$ cat config.mk
export PLATFORM = sky130hd
export DESIGN_NAME = hazard_scoreboard_unit_flat
export DESIGN_NICKNAME = d
export VERILOG_FILES = /design/src/rtl/hazard_pkg.sv /design/src/rtl/hazard_scoreboard_unit_if.sv /design/src/rtl/reg_scoreboard.sv /design/src/rtl/hazard_scoreboard_unit.sv /design/src/flat_wrapper.sv
export SDC_FILE = /design/constraint.sdc
export NUM_CORES = 1
export LEC_CHECK = 0
export CORE_ASPECT_RATIO = 1.2
export CORE_MARGIN = 4
export CORE_UTILIZATION = 52
export DETAILED_ROUTE_END_ITERATION = 16
export PLACE_DENSITY = 0.81
export SYNTH_ARGS = -nofsm -noshare
export SYNTH_HDL_FRONTEND = slang
export SYNTH_SLANG_ARGS = --single-unit
$ cat constraint.sdc
create_clock -name i_clk -period 3.6 [get_ports i_clk]
set_input_delay 0.72 -clock i_clk [delete_from_list [all_inputs] [get_ports i_clk]]
set_output_delay 0.72 -clock i_clk [all_outputs]
set_load 0.01 [all_outputs]
$ cat src/rtl/hazard_pkg.sv
// Shared constants and types for the hazard/scoreboard unit.
package hazard_pkg;

   localparam logic [1:0] FWD_NONE        = 2'b00;
   localparam logic [1:0] FWD_WB          = 2'b01;
   localparam logic [1:0] FWD_MEM         = 2'b10;
   localparam logic [1:0] FWD_MDU         = 2'b11;
   localparam logic [1:0] RESULT_SRC_LOAD = 2'b01;

   // Individual hazard causes feeding the stall request.
   typedef struct packed {
      logic load;
      logic raw;
      logic waw;
      logic str;
   } hazard_t;

   // Youngest producer wins: MEM over WB over MDU writeback.
   function automatic logic [1:0] fwd_select(input logic hit_mem, input logic hit_wb,
                                             input logic hit_mdu);
      logic [1:0] sel;
      sel = FWD_NONE;
      if (hit_mem) begin
         sel = FWD_MEM;
      end else if (hit_wb) begin
         sel = FWD_WB;
      end else if (hit_mdu) begin
         sel = FWD_MDU;
      end
      return sel;
   endfunction

endpackage

$ cat src/rtl/hazard_scoreboard_unit_if.sv
// Pipeline-to-hazard-unit bundle: stage addresses/controls in, stall/flush/forward out.
interface hazard_scoreboard_unit_if #(
   parameter int unsigned REG_WIDTH = 5
);
   logic [REG_WIDTH-1:0] i_rs1Addr_ID;
   logic [REG_WIDTH-1:0] i_rs2Addr_ID;
   logic [REG_WIDTH-1:0] i_rdAddr_ID;
   logic                 i_reg_write_ID;
   logic                 i_mdu_op_ID;
   logic [REG_WIDTH-1:0] i_rs1Addr_EX;
   logic [REG_WIDTH-1:0] i_rs2Addr_EX;
   logic [REG_WIDTH-1:0] i_rdAddr_EX;
   logic [1:0]           i_result_src_EX;
   logic                 i_pcSrc_EX;
   logic                 i_mdu_issue_EX;
   logic                 i_mdu_busy;
   logic [REG_WIDTH-1:0] i_rdAddr_M;
   logic                 i_reg_write_M;
   logic [REG_WIDTH-1:0] i_rdAddr_WB;
   logic                 i_reg_write_WB;
   logic                 i_mdu_wb_valid;
   logic [REG_WIDTH-1:0] i_mdu_wb_rd;

   logic                 o_stall_IF;
   logic                 o_stall_ID;
   logic                 o_flush_ID;
   logic                 o_flush_EX;
   logic [1:0]           o_forward_rs1_EX;
   logic [1:0]           o_forward_rs2_EX;
   logic                 o_hazard_err;

   modport master (
      output i_rs1Addr_ID, i_rs2Addr_ID, i_rdAddr_ID, i_reg_write_ID, i_mdu_op_ID,
             i_rs1Addr_EX, i_rs2Addr_EX, i_rdAddr_EX, i_result_src_EX, i_pcSrc_EX,
             i_mdu_issue_EX, i_mdu_busy, i_rdAddr_M, i_reg_write_M, i_rdAddr_WB,
             i_reg_write_WB, i_mdu_wb_valid, i_mdu_wb_rd,
      input  o_stall_IF, o_stall_ID, o_flush_ID, o_flush_EX, o_forward_rs1_EX,
             o_forward_rs2_EX, o_hazard_err
   );

   modport slave (
      input  i_rs1Addr_ID, i_rs2Addr_ID, i_rdAddr_ID, i_reg_write_ID, i_mdu_op_ID,
             i_rs1Addr_EX, i_rs2Addr_EX, i_rdAddr_EX, i_result_src_EX, i_pcSrc_EX,
             i_mdu_issue_EX, i_mdu_busy, i_rdAddr_M, i_reg_write_M, i_rdAddr_WB,
             i_reg_write_WB, i_mdu_wb_valid, i_mdu_wb_rd,
      output o_stall_IF, o_stall_ID, o_flush_ID, o_flush_EX, o_forward_rs1_EX,
             o_forward_rs2_EX, o_hazard_err
   );
endinterface

$ cat src/rtl/reg_scoreboard.sv
// Busy bit per architectural register for outstanding MDU results, with
// same-cycle issue bypass and write-first completion on the lookup ports.
module reg_scoreboard #(
   parameter int unsigned REG_WIDTH = 5
) (
   input  logic                 clk,
   input  logic                 rst_n,
   input  logic                 set_en,
   input  logic [REG_WIDTH-1:0] set_addr,
   input  logic                 clr_en,
   input  logic [REG_WIDTH-1:0] clr_addr,
   input  logic [REG_WIDTH-1:0] lookup_a,
   input  logic [REG_WIDTH-1:0] lookup_b,
   input  logic [REG_WIDTH-1:0] lookup_c,
   output logic                 busy_a,
   output logic                 busy_b,
   output logic                 busy_c
);
   localparam int unsigned DEPTH = 1 << REG_WIDTH;

   logic [DEPTH-1:0] busy_q;
   logic [DEPTH-1:0] busy_d;

   // Clear first so a coincident set on the same entry wins; x0 never holds busy.
   always_comb begin
      busy_d = busy_q;
      if (clr_en) begin
         busy_d[clr_addr] = 1'b0;
      end
      if (set_en && (set_addr != '0)) begin
         busy_d[set_addr] = 1'b1;
      end
      busy_d[0] = 1'b0;
   end

   always_ff @(posedge clk) begin
      if (!rst_n) begin
         busy_q <= '0;
      end else begin
         busy_q <= busy_d;
      end
   end

   function automatic logic eff_busy(input logic [REG_WIDTH-1:0] r);
      logic pend;
      pend = busy_q[r] | (set_en & (set_addr == r));
      return (r != '0) & pend & ~(clr_en & (clr_addr == r));
   endfunction

   always_comb begin
      busy_a = eff_busy(lookup_a);
      busy_b = eff_busy(lookup_b);
      busy_c = eff_busy(lookup_c);
   end

endmodule

$ cat src/rtl/hazard_scoreboard_unit.sv
// Pipeline hazard unit: forwarding, load-use/MDU stalls, branch flush.
// Optional stall watchdog enabled by defining HAZARD_WATCHDOG_EN.
module hazard_scoreboard_unit
   import hazard_pkg::*;
#(
   parameter int unsigned REG_WIDTH     = 5,
   parameter int unsigned STALL_TIMEOUT = 64
) (
   input  logic                   i_clk,
   input  logic                   i_rst_n,
   hazard_scoreboard_unit_if.slave bus
);

   logic    busy_rs1;
   logic    busy_rs2;
   logic    busy_rd;
   hazard_t hz;
   logic    stall_req;
   logic    stall_id;

   if (STALL_TIMEOUT == 0) begin : g_bad_timeout
      $error("STALL_TIMEOUT must be non-zero");
   end

   reg_scoreboard #(
      .REG_WIDTH (REG_WIDTH)
   ) u_scoreboard (
      .clk      (i_clk),
      .rst_n    (i_rst_n),
      .set_en   (bus.i_mdu_issue_EX),
      .set_addr (bus.i_rdAddr_EX),
      .clr_en   (bus.i_mdu_wb_valid),
      .clr_addr (bus.i_mdu_wb_rd),
      .lookup_a (bus.i_rs1Addr_ID),
      .lookup_b (bus.i_rs2Addr_ID),
      .lookup_c (bus.i_rdAddr_ID),
      .busy_a   (busy_rs1),
      .busy_b   (busy_rs2),
      .busy_c   (busy_rd)
   );

   always_comb begin
      hz.load   = (bus.i_result_src_EX == RESULT_SRC_LOAD) && (bus.i_rdAddr_EX != '0) &&
                  ((bus.i_rdAddr_EX == bus.i_rs1Addr_ID) || (bus.i_rdAddr_EX == bus.i_rs2Addr_ID));
      hz.raw    = busy_rs1 | busy_rs2;
      hz.waw    = bus.i_reg_write_ID & busy_rd;
      hz.str    = bus.i_mdu_op_ID & (bus.i_mdu_busy | bus.i_mdu_issue_EX);
      stall_req = |hz;
   end

   function automatic logic [1:0] fwd_for(input logic [REG_WIDTH-1:0] op);
      logic [1:0] sel;
      sel = FWD_NONE;
      if (op != '0) begin
         sel = fwd_select(bus.i_reg_write_M  && (op == bus.i_rdAddr_M),
                          bus.i_reg_write_WB && (op == bus.i_rdAddr_WB),
                          bus.i_mdu_wb_valid && (op == bus.i_mdu_wb_rd));
      end
      return sel;
   endfunction

   // Defaults are the reset view: everything flushed, nothing stalled or forwarded.
   always_comb begin
      stall_id             = 1'b0;
      bus.o_stall_IF       = 1'b0;
      bus.o_flush_ID       = 1'b1;
      bus.o_flush_EX       = 1'b1;
      bus.o_forward_rs1_EX = FWD_NONE;
      bus.o_forward_rs2_EX = FWD_NONE;
      if (i_rst_n) begin
         bus.o_forward_rs1_EX = fwd_for(bus.i_rs1Addr_EX);
         bus.o_forward_rs2_EX = fwd_for(bus.i_rs2Addr_EX);
         if (!bus.i_pcSrc_EX) begin
            stall_id       = stall_req;
            bus.o_stall_IF = stall_req;
            bus.o_flush_ID = 1'b0;
            bus.o_flush_EX = stall_req;
         end
      end
   end

   assign bus.o_stall_ID = stall_id;

`ifdef HAZARD_WATCHDOG_EN
   localparam int unsigned   CNT_W   = $clog2(STALL_TIMEOUT + 1);
   localparam logic [CNT_W-1:0] CNT_MAX = CNT_W'(STALL_TIMEOUT);

   logic [CNT_W-1:0] stall_cnt;
   logic [CNT_W-1:0] stall_cnt_d;
   logic             err_q;

   // Consecutive-stall counter, saturating at the timeout.
   always_comb begin
      stall_cnt_d = '0;
      if (stall_id) begin
         stall_cnt_d = (stall_cnt == CNT_MAX) ? CNT_MAX : stall_cnt + CNT_W'(1);
      end
   end

   always_ff @(posedge i_clk) begin
      if (!i_rst_n) begin
         stall_cnt <= '0;
         err_q     <= 1'b0;
      end else begin
         stall_cnt <= stall_cnt_d;
         if (stall_cnt_d == CNT_MAX) begin
            err_q <= 1'b1;
         end
      end
   end

   assign bus.o_hazard_err = err_q;
`else
   assign bus.o_hazard_err = 1'b0;
`endif

endmodule

$ cat src/flat_wrapper.sv
// flat-port wrapper written by rule: the top's interface ports become plain ports
module hazard_scoreboard_unit_flat import hazard_pkg::*;
#(
   parameter int unsigned REG_WIDTH     = 5,
   parameter int unsigned STALL_TIMEOUT = 64
)
  (i_clk, i_rst_n, bus_i_rs1Addr_ID, bus_i_rs2Addr_ID, bus_i_rdAddr_ID, bus_i_reg_write_ID, bus_i_mdu_op_ID, bus_i_rs1Addr_EX, bus_i_rs2Addr_EX, bus_i_rdAddr_EX, bus_i_result_src_EX, bus_i_pcSrc_EX, bus_i_mdu_issue_EX, bus_i_mdu_busy, bus_i_rdAddr_M, bus_i_reg_write_M, bus_i_rdAddr_WB, bus_i_reg_write_WB, bus_i_mdu_wb_valid, bus_i_mdu_wb_rd, bus_o_stall_IF, bus_o_stall_ID, bus_o_flush_ID, bus_o_flush_EX, bus_o_forward_rs1_EX, bus_o_forward_rs2_EX, bus_o_hazard_err);
  hazard_scoreboard_unit_if #(.REG_WIDTH(REG_WIDTH)) bus_i ();
  input  logic i_clk;
  input  logic i_rst_n;
  input wire logic [$bits(bus_i.i_rs1Addr_ID)-1:0] bus_i_rs1Addr_ID;
  input wire logic [$bits(bus_i.i_rs2Addr_ID)-1:0] bus_i_rs2Addr_ID;
  input wire logic [$bits(bus_i.i_rdAddr_ID)-1:0] bus_i_rdAddr_ID;
  input wire logic [$bits(bus_i.i_reg_write_ID)-1:0] bus_i_reg_write_ID;
  input wire logic [$bits(bus_i.i_mdu_op_ID)-1:0] bus_i_mdu_op_ID;
  input wire logic [$bits(bus_i.i_rs1Addr_EX)-1:0] bus_i_rs1Addr_EX;
  input wire logic [$bits(bus_i.i_rs2Addr_EX)-1:0] bus_i_rs2Addr_EX;
  input wire logic [$bits(bus_i.i_rdAddr_EX)-1:0] bus_i_rdAddr_EX;
  input wire logic [$bits(bus_i.i_result_src_EX)-1:0] bus_i_result_src_EX;
  input wire logic [$bits(bus_i.i_pcSrc_EX)-1:0] bus_i_pcSrc_EX;
  input wire logic [$bits(bus_i.i_mdu_issue_EX)-1:0] bus_i_mdu_issue_EX;
  input wire logic [$bits(bus_i.i_mdu_busy)-1:0] bus_i_mdu_busy;
  input wire logic [$bits(bus_i.i_rdAddr_M)-1:0] bus_i_rdAddr_M;
  input wire logic [$bits(bus_i.i_reg_write_M)-1:0] bus_i_reg_write_M;
  input wire logic [$bits(bus_i.i_rdAddr_WB)-1:0] bus_i_rdAddr_WB;
  input wire logic [$bits(bus_i.i_reg_write_WB)-1:0] bus_i_reg_write_WB;
  input wire logic [$bits(bus_i.i_mdu_wb_valid)-1:0] bus_i_mdu_wb_valid;
  input wire logic [$bits(bus_i.i_mdu_wb_rd)-1:0] bus_i_mdu_wb_rd;
  output wire logic [$bits(bus_i.o_stall_IF)-1:0] bus_o_stall_IF;
  output wire logic [$bits(bus_i.o_stall_ID)-1:0] bus_o_stall_ID;
  output wire logic [$bits(bus_i.o_flush_ID)-1:0] bus_o_flush_ID;
  output wire logic [$bits(bus_i.o_flush_EX)-1:0] bus_o_flush_EX;
  output wire logic [$bits(bus_i.o_forward_rs1_EX)-1:0] bus_o_forward_rs1_EX;
  output wire logic [$bits(bus_i.o_forward_rs2_EX)-1:0] bus_o_forward_rs2_EX;
  output wire logic [$bits(bus_i.o_hazard_err)-1:0] bus_o_hazard_err;
  assign bus_i.i_rs1Addr_ID = bus_i_rs1Addr_ID;
  assign bus_i.i_rs2Addr_ID = bus_i_rs2Addr_ID;
  assign bus_i.i_rdAddr_ID = bus_i_rdAddr_ID;
  assign bus_i.i_reg_write_ID = bus_i_reg_write_ID;
  assign bus_i.i_mdu_op_ID = bus_i_mdu_op_ID;
  assign bus_i.i_rs1Addr_EX = bus_i_rs1Addr_EX;
  assign bus_i.i_rs2Addr_EX = bus_i_rs2Addr_EX;
  assign bus_i.i_rdAddr_EX = bus_i_rdAddr_EX;
  assign bus_i.i_result_src_EX = bus_i_result_src_EX;
  assign bus_i.i_pcSrc_EX = bus_i_pcSrc_EX;
  assign bus_i.i_mdu_issue_EX = bus_i_mdu_issue_EX;
  assign bus_i.i_mdu_busy = bus_i_mdu_busy;
  assign bus_i.i_rdAddr_M = bus_i_rdAddr_M;
  assign bus_i.i_reg_write_M = bus_i_reg_write_M;
  assign bus_i.i_rdAddr_WB = bus_i_rdAddr_WB;
  assign bus_i.i_reg_write_WB = bus_i_reg_write_WB;
  assign bus_i.i_mdu_wb_valid = bus_i_mdu_wb_valid;
  assign bus_i.i_mdu_wb_rd = bus_i_mdu_wb_rd;
  assign bus_o_stall_IF = bus_i.o_stall_IF;
  assign bus_o_stall_ID = bus_i.o_stall_ID;
  assign bus_o_flush_ID = bus_i.o_flush_ID;
  assign bus_o_flush_EX = bus_i.o_flush_EX;
  assign bus_o_forward_rs1_EX = bus_i.o_forward_rs1_EX;
  assign bus_o_forward_rs2_EX = bus_i.o_forward_rs2_EX;
  assign bus_o_hazard_err = bus_i.o_hazard_err;
  hazard_scoreboard_unit #(.REG_WIDTH(REG_WIDTH), .STALL_TIMEOUT(STALL_TIMEOUT)) u_core (.i_clk(i_clk), .i_rst_n(i_rst_n), .bus(bus_i));
endmodule
==> flow_metrics.py <==
metrics = {
    "critical_path": {
        "critical_path_depth": 6,
        "r2r-end": "u_core.u_scoreboard.busy_q[14]$_SDFF_PN0_",
        "required_ps": 2880,
        "timing.critical_path.from_type": "input port",
        "cp_data_arrival_time_ps": 2840,
        "r2r_slack_ps": 2770,
        "cpLargestDelayFamily": "multiplexers",
        "worst_r2r_path_depth": 2,
        "critical_path_peak_fanout": 4,
        "timing_worst_setup_path_type": "input port to output port",
        "crit_path_end_kind": "output port",
        "crit_chain": "clkdlybuf4s15_2 -> mux4_1 -> mux4_2 -> a2111oi_4 -> nand4b_1 -> dlygate4sd2_1",
        "critical_path_buf_inv_count": 2,
        "crit_path_max_incr_delay_ps": 580,
        "worst_path_max_delay_cell": "mux4_1",
        "rr_startpoint": "u_core.u_scoreboard.busy_q[14]$_SDFF_PN0_",
    },
    "logic_synthesis": {
        "post_synth_inst_count": 394,
        "yosysWarningCount": 0,
        "async_reset_ff_share_pct": 0,
        "mappedNetlistNets": 451,
        "synth_top_flop_cell": "dfxtp_1",
        "synthesis.area_per_instance_um2": 7.95,
        "mappedNetlistArea_um2": 3130,
        "count_of_state_elements_after_synthesis": 31,
        "synth_enable_flop_cells": 0,
        "synth.yosys.seq_area_share_pct": 19.8,
        "yosys.cell_types.count": 45,
    },
    "sta": {
        "final_critical_path_setup_slack_ps": 41.8,
        "min_period_over_period_pct": 98.8,
        "timing.final.setup_violations": 0,
        "worst_slew_margin_rel_pct": 58.0,
        "timing_worst_slew_pin_value_ps": 628,
        "achievable-frequency_mhz": 281,
        "timing.final.crit_period_ps": 3560,
        "finalHoldWorstSlack_ps": 542,
        "finClkSkew_ps": 0,
        "maxSlewViolCount": 0,
        "report.final.hold_viol_count": 0,
    },
    "clock_network": {
        "cts_setup_buffers": 0,
        "tritoncts.num_buffers": 5,
        "quantity_of_hold_fixing_buffers_added_after_cts": 0,
        "cts_htree_levels": 2,
        "cts_tree": "built",
        "clk_pin_slew_worst_paths_ps": 60,
        "worst_skew_pair.late_latency_ps": 280,
        "clock_path_buffers": 2,
        "cts.sink_count": 31,
        "root_buffer": "clkbuf_8",
    },
    "final_layout": {
        "finish.cell_count_without_fillers": 566,
        "syn_to_final_growth_pct": 36.3,
        "nFillCells": 422,
        "antenna_diode_count": 0,
        "max_reg_flops": 31,
        "layout.cells.most_common": "clkdlybuf4s50_1",
        "postLayoutCoreUtil_pct": 74.4,
        "finish.net_count": 543,
        "largest_register_by_flop_count": "u_core.u_scoreboard.busy_q",
        "most-common-layout-cells": "56 x clkdlybuf4s50_1, 49 x buf_4, 46 x nand2_1, 41 x xor2_1, 34 x o21ai_0",
        "final_layout_size_suffix_gt1_share_pct": 16.5,
        "biggestRegsByFlops": "u_core.u_scoreboard.busy_q (31)",
    },
    "flow_run": {
        "drv_cap": 0,
    },
    "placed_design": {
        "detailed_place_hpwl_um": 8310,
        "placed_cells": 559,
        "globalplace.congestion": 0.980,
        "dp_slack_ps": -541,
        "io_buffers": 64,
    },
    "global_routing": {
        "global_route_wire_length_before_repair_um": 16900,
        "first_global_vias": 3454,
        "grt_remaining_overflow": 0,
        "antenna_violations_before_repair": 0,
        "gr-max-usage-layer": "met2",
        "grt_max_degree": 28,
        "track_usage_pct": 29.1,
        "met3_usage_pct": 5.39,
        "global_route.usage.met2_pct": 49.5,
        "met1_usage_pct": 36.0,
    },
    "power": {
        "power-per-cell-area_nw_per_um2": 227,
        "vdd_ir_drop_max_mv": 0.311,
        "p_total_mw": 0.969,
        "p_leak_nw": 1.66,
    },
    "worst_hold_path": {
        "hold_start": "u_core.u_scoreboard.busy_q[6]$_SDFF_PN0_",
        "hold_path_depth": 2,
        "worstHoldEndpoint": "u_core.u_scoreboard.busy_q[6]$_SDFF_PN0_",
        "hp-class": "flop to flop",
    },
    "floorplan": {
        "num_rows": 30,
        "core-area_um2": 5740,
        "ioPinCount": 66,
        "die_x_um": 78.9,
        "die_y_um": 93.0,
        "die-area_um2": 7340,
        "start_util_pct": 54.6,
    },
    "detailed_routing": {
        "wl_per_cell_um": 18.7,
        "route.antenna.remaining_nets": 0,
        "drt-initial-drc-count": 351,
        "first_pass_iters": 5,
        "route.vias.total": 3467,
        "detail_route.drc_violations": 0,
        "route.final.wire_length_um": 10600,
        "routed_via_density": 6.13,
    },
    "run_status": {
        "outcome": "finished, final reports clean",
    },
}
area by class of cell:
type	instances	area (um^2)	area share (%)
Sequential cell	31	621	14.5
Timing Repair Buffer	116	1050	24.5
Inverter	3	11.3	0.264
Multi-Input combinational cell	329	2400	56.3
Clock inverter	1	5.00	0.117
Clock buffer	6	82.6	1.93
Tap cell	80	100	2.34
worst reg2reg max path: stages, from the launching register on:
cell	delay, ps
dfxtp_1	430
o21ai_0	120
a21boi_0	210
power breakdown:
part	internal, mW	switching, mW	leakage (nW)	total [mW]
Sequential	0.348	0.00583	0.250	0.353
Combinational	0.177	0.165	1.36	0.343
Clock	0.150	0.123	0.0470	0.273
Total	0.675	0.294	1.66	0.969
routing by layer:
layer | vias to the layer above | wire (um)
met1 | 1639 | 4260
met4 | 0 | 363
met5 | - | 0
met3 | 43 | 899
li1 | 1597 | -
met2 | 188 | 5050
through the flow:
stage          instance area [um^2]  setup TNS (ps)
2_1_floorplan                  3130               0
3_3_place_gp                   4140           -1450
3_5_place_dp                   4140           -1600
4_1_cts                        4260               0
5_1_grt                        4270           -23.3
6_report                       4270               0
synthesized netlist by cell type, drive strengths merged (2+ instances only):
library cell  instances  area share, %
nand2                46            5.5
xor2                 41             11
o21ai                37            5.9
a21boi               31            7.4
dfxtp                31             20
mux2i                27            8.6
clkbuf               23            2.8
xnor2                19            5.3
nand3                13            2.1
nor2                 10            1.2
a22oi                 9            2.2
mux4                  9            6.7
nor4                  9            1.8
a21oi                 8            1.3
buf                   8            1.6
nor2b                 8            1.6
nor3                  7            1.1
and3                  6            1.2
nand2b                6            1.2
nand3b                5            1.2
a31oi                 4           0.80
nor3b                 4           0.96
inv                   3           0.36
or3b                  3           0.84
or4                   3           0.72
a211oi                2           0.48
a221o                 2           0.64
and2                  2           0.40
and3b                 2           0.56
mux2                  2           0.72
o2111ai               2           0.56
or3                   2           0.40
cells by family after synthesis:
| group | share of synthesized area [%] |
|---|---|
| other cells | 0.120 |
| xor+xnor | 16.8 |
| mux | 16.1 |
| buf+inv | 4.75 |
| compound gates | 20.5 |
| simple gates | 22.0 |
| flops | 19.8 |
how the worst max path moves through the flow:
stage / start / endpoint / slack, ps
final: bus_i_rs2Addr_ID[0] / bus_o_flush_EX / 40
after global routing: bus_i_rdAddr_ID[2] / bus_o_flush_EX / -20
after CTS: bus_i_rs2Addr_ID[2] / bus_o_stall_ID / 4
after detailed placement: bus_i_rs2Addr_ID[0] / bus_o_stall_ID / -540
after global placement: bus_i_rs2Addr_ID[0] / bus_o_stall_IF / -490
after floorplan: bus_i_rs2Addr_ID[0] / bus_o_stall_IF / 330
timing repair:
item,CTS,global route
setup endpoints to repair,4,7
pin swaps,2,5
resized for setup,14,11
(Power assumes the default switching activity.)
